### src/rtl/pool_window_gen.sv
// Streaming 2x2 stride-2 window generator feeding max_pool; buffers one row and emits registered windows.
// Optional build macro: POOL_WIN_RELU_EN clamps negative pixels to zero before storage or output.
module pool_window_gen #(
    parameter int DATA_WIDTH = 32,
    parameter int IMG_WIDTH  = 28,
    parameter int IMG_HEIGHT = 28
) (
    input  logic                         clk_i,
    input  logic                         rst_i,
    input  logic signed [DATA_WIDTH-1:0] in_data_i,
    input  logic                         in_valid_i,
    output logic                         in_ready_o,
    output logic signed [DATA_WIDTH-1:0] win_o [0:3],
    output logic                         win_valid_o,
    input  logic                         win_ready_i,
    output logic                         win_last_o
);

    localparam int COL_W = (IMG_WIDTH  > 1) ? $clog2(IMG_WIDTH)  : 1;
    localparam int ROW_W = (IMG_HEIGHT > 1) ? $clog2(IMG_HEIGHT) : 1;
    localparam logic [COL_W-1:0] COL_LAST = COL_W'(IMG_WIDTH - 1);
    localparam logic [ROW_W-1:0] ROW_LAST = ROW_W'(IMG_HEIGHT - 1);

    logic [COL_W-1:0] colQ, colD, colPrev;
    logic [ROW_W-1:0] rowQ, rowD;

    logic signed [DATA_WIDTH-1:0] lineBufQ [IMG_WIDTH];
    logic signed [DATA_WIDTH-1:0] blQ, blD;
    logic signed [DATA_WIDTH-1:0] winQ [0:3];
    logic signed [DATA_WIDTH-1:0] winD [0:3];
    logic                         winValidQ, winValidD;
    logic                         winLastQ, winLastD;

    logic                         accept;
    logic                         isBot;
    logic                         colLast;
    logic                         rowLast;
    logic                         load;
    logic                         consume;
    logic signed [DATA_WIDTH-1:0] pixel;

    // A pending window blocks every input pixel, so nothing can ever overwrite it.
    assign in_ready_o = !winValidQ || win_ready_i;
    assign accept     = in_valid_i && in_ready_o;
    assign consume    = winValidQ && win_ready_i;

`ifdef POOL_WIN_RELU_EN
    assign pixel = in_data_i[DATA_WIDTH-1] ? '0 : in_data_i;
`else
    assign pixel = in_data_i;
`endif

    assign isBot   = rowQ[0];
    assign colLast = (colQ == COL_LAST);
    assign rowLast = (rowQ == ROW_LAST);
    assign colPrev = colQ - COL_W'(1);
    assign load    = accept && isBot && colQ[0];

    always_comb begin
        colD = colQ;
        rowD = rowQ;
        if (accept) begin
            if (colLast) begin
                colD = '0;
                rowD = rowLast ? '0 : rowQ + ROW_W'(1);
            end else begin
                colD = colQ + COL_W'(1);
            end
        end
    end

    // On an odd-column bottom pixel the window completes; a load always wins over a clear.
    always_comb begin
        blD       = blQ;
        winD      = winQ;
        winValidD = winValidQ;
        winLastD  = winLastQ;
        if (accept && isBot && !colQ[0]) begin
            blD = pixel;
        end
        if (load) begin
            winD[0]   = lineBufQ[colPrev];
            winD[1]   = lineBufQ[colQ];
            winD[2]   = blQ;
            winD[3]   = pixel;
            winValidD = 1'b1;
            winLastD  = rowLast && colLast;
        end else if (consume) begin
            winValidD = 1'b0;
        end
    end

    always_ff @(posedge clk_i) begin
        if (rst_i) begin
            colQ      <= '0;
            rowQ      <= '0;
            blQ       <= '0;
            winValidQ <= 1'b0;
            winLastQ  <= 1'b0;
            for (int i = 0; i < 4; i++) begin
                winQ[i] <= '0;
            end
        end else begin
            colQ      <= colD;
            rowQ      <= rowD;
            blQ       <= blD;
            winValidQ <= winValidD;
            winLastQ  <= winLastD;
            winQ      <= winD;
        end
    end

    // The row buffer is always rewritten by a top row before it is read, so it needs no reset.
    always_ff @(posedge clk_i) begin
        if (accept && !isBot) begin
            lineBufQ[colQ] <= pixel;
        end
    end

    assign win_o       = winQ;
    assign win_valid_o = winValidQ;
    assign win_last_o  = winLastQ;

endmodule

### config.mk
export PLATFORM = sky130hd
export DESIGN_NAME = pool_window_gen
export DESIGN_NICKNAME = d
export VERILOG_FILES = /design/src/rtl/pool_window_gen.sv
export SDC_FILE = /design/constraint.sdc
export NUM_CORES = 2
export LEC_CHECK = 0
export BUFFER_PORTS_ARGS = -buffer_cell sky130_fd_sc_hd__clkbuf_2
export CORE_AREA = 2 2 308 310
export DETAILED_ROUTE_END_ITERATION = 16
export DIE_AREA = 0 0 310 312
export PLACE_DENSITY = 0.68
export SYNTH_ARGS = -nofsm -noshare
export SYNTH_HDL_FRONTEND = slang
export SYNTH_SLANG_ARGS = --single-unit
### constraint.sdc
create_clock -name clk_i -period 5.2 [get_ports clk_i]
set_input_delay 1.04 -clock clk_i [delete_from_list [all_inputs] [get_ports clk_i]]
set_output_delay 1.04 -clock clk_i [all_outputs]
set_load 0.1 [all_outputs]
==> summary.md <==
| Metric | Value |
|---|---|
| Status | complete, no violations |
| Core Region | 0.0930 mm^2 |
| CTS Hold Bufs | 0 |
| CP arrival | 4.36 ns |
| Clock Skew | 0.0282 ns |
| Clk_lat worst skew | 0.69 ns |
| # IOs | 167 |
| DRT iter0 DRCs | 4,118 |
| Commonest non-fill, non-tap cell in the layout | edfxtp_1 |
| Initial antenna violation count | 5 |
| # DRC | 0 |
| Power density over the cells | 366 mW/mm^2 |
| Lkg Pwr | 0.0165 uW |
| Final setup violation count | 0 |
| Register area share after synthesis | 65.4% |
| DRT Pass-1 Iters | 6 |
| Maximum fanout along the worst path | 52 |
| Synth Flop Type | edfxtp_1 |
| CP endpoint kind | flop |
| Ratio of cells with drive above 1 in the final layout | 29.7% |
| Wirelength, routed | 135,000 um |
| Startpoint types | flop |
| Pins Over Slew Limit | 0 |
| Multi-input logic area | 0.0153 mm^2 |
| Die Span X | 310 um |
| Number of synthesized flops with an enable pin | 896 |
| Vias per cell | 6.69 |
| GPL Wtd Cong | 0.866 |
| Worst min path class | reg -> reg |
| Die height | 312 um |
| Synth warnings | 0 |
| Clk sinks | 1,068 |
| Row Count | 112 |
| CTS H-Tree Depth | 3 |
| Synth Cell Area | 0.0464 mm^2 |
| CTS max path bufs | 3 |
| First-pass GRT wire length | 196,000 um |
| Fmax | 0.266 GHz |
| Mapped Cells | 2,742 |
| DP HPWL | 82,800 um |
| Required time of the critical path | 5.81 ns |
| Unrepaired setup endpoints after global routing | false |
| WL/cell | 31.9 um |
| Top cells by area, synth | edfxtp_1 (58%), mux4_2 (18%), dfxtp_1 (7.4%) |
| Cell variety after synth | 53 |
| Fillers | 7,080 |
| Syn avg cell area | 16.9 um^2 |
| # resized after CTS | 0 |
| Post-synth ARST share | 0% |
| Port bufs | 166 |
| Die ar. | 0.0967 mm^2 |
| Hold Vio Cnt, Final | 0 |
| Global Route Usage Sum | 28.0% |
| Max_cap viols | 0 |
| CTS tree | yes |
| CTS Root Cell | clkbuf_16 |
| Most frequent cells in the layout | edfxtp_1 (896), mux4_2 (365), nand2_1 (345), a21oi_1 (183), dfxtp_1 (168) |
| Slew headroom | 16.3% |
| Total gr overflow | 0 |
| Fin nets | 2,924 |
| Starting Density | 49.9% |
| Maximum VDD drop | 0.000248 V |
| Dominant cell type by area after synthesis | edfxtp_1 |
| Post-route ant nets | 0 |
| Area Overhead vs Synth | 12.9% |
| Tcrit/Tclk final | 72.2% |
| Yosys top cell area share | 57.9% |
| Final min period | 3.76 ns |
| Reg clk slew, reported paths | 0.06 ns |
| Largest net degree at the start of global routing | 92 |
| Least-Margin Pin Slew | 1.26 ns |
| Synthesized net count | 2,783 |
| Setup repair bufs after CTS | 0 |
| Seq cells post-synth | 1,068 |
| WS Path Type | reg -> reg |
| Vias in the first global route | 28,200 |
| Via count | 28,300 |
| Register Area | 0.0304 mm^2 |
| Core Util, Final | 56.3% |
| Setup TNS | 0 ns |
| CTS Buf Count | 103 |
cell type report:
cell class / instances / share of cell area [%]
tap: 1254 / 2.99
multi-input combinational: 1459 / 29.2
sequential: 1068 / 57.9
timing repair buffer: 245 / 3.10
antenna: 1 / 0.00477
clock inverter: 51 / 1.16
inverter: 6 / 0.0430
clock buffer: 145 / 5.61
flip-flops by register name, summed over array words and instances, names as in the netlist:
name / count
rowQ: 5
blQ: 32
lineBufQ: 896
win_o: 128
colQ: 5
win_last_o: 1
win_valid_o: 1
metal layers:
layer	up-vias	GRT usage [%]	part of all wire (%)
met5	-	0	0.0096
met4	2	7.36	2.6
met3	234	8.18	14
met2	1983	41.4	45
met1	14700	41.1	39
li1	11300	-	-
per-stage QoR:
stage / hold slack (ns) / worst slack [ns] / instances / total power, uW / cell area, um^2
final: 0.447 / 1.44 / 4229 / 19200 / 52400
after global routing: 0.474 / 1.38 / 4228 / 19700 / 52400
after CTS: 0.454 / 1.42 / 4228 / 19200 / 52400
after detailed placement: 0.446 / 1.45 / 4032 / 11600 / 48900
after global placement: 0.440 / 1.53 / 4032 / 11500 / 48900
after floorplan: 0.432 / 0.532 / 2742 / 10900 / 46400
Yosys cell counts, drive strengths merged (13+ instances only):
cell type and count:
a2111oi 15, a21oi 183, a31oi 33, a32o 32, a41oi 13, buf 128, clkbuf 81, dfxtp 172
edfxtp 896, mux2 56, mux2i 154, mux4 365, nand2 345, nand3 14, nor2 92, o21ai 35
worst paths after layout:
check                        from                 endpoint  slack, ns  depth (start not counted)
max reg2reg  colQ[1]$_SDFFE_PP0N_  win_o[122]$_SDFFE_PP0P_       1.44                          8
max          colQ[1]$_SDFFE_PP0N_  win_o[122]$_SDFFE_PP0P_       1.44                          8
min reg2reg   blQ[2]$_SDFFE_PP0P_   win_o[34]$_SDFFE_PP0P_       0.45                          2
min           blQ[2]$_SDFFE_PP0P_   win_o[34]$_SDFFE_PP0P_       0.45                          2
worst max-delay path, cell delays in order (launching register included):
cell and delay (ns):
dfxtp_4 0.91, inv_1 0.25, ha_4 0.30, nor4bb_1 0.18
a31oi_4 0.98, buf_4 0.41, nor2_1 0.08, a31oi_1 0.31
a32o_1 0.23
where the power goes:
| group | switching [uW] | internal [uW] |
|---|---|---|
| combinational | 1210 | 828 |
| clock | 3260 | 4510 |
| sequential | 52.1 | 9320 |
| total | 4530 | 14700 |
logic make-up after synthesis:
kind of cell / count (synthesis) / synth area share, %
xor gates and xnor gates: 7 / 0.164
adders and majority gates: 5 / 0.135
and+or+nand+nor: 498 / 4.37
muxes: 575 / 22.4
buffers and inverters: 215 / 2.41
DFF: 1068 / 65.4
AOI/OAI and AO/OA: 374 / 5.18
Note: power is estimated with default switching activity, not from simulation.
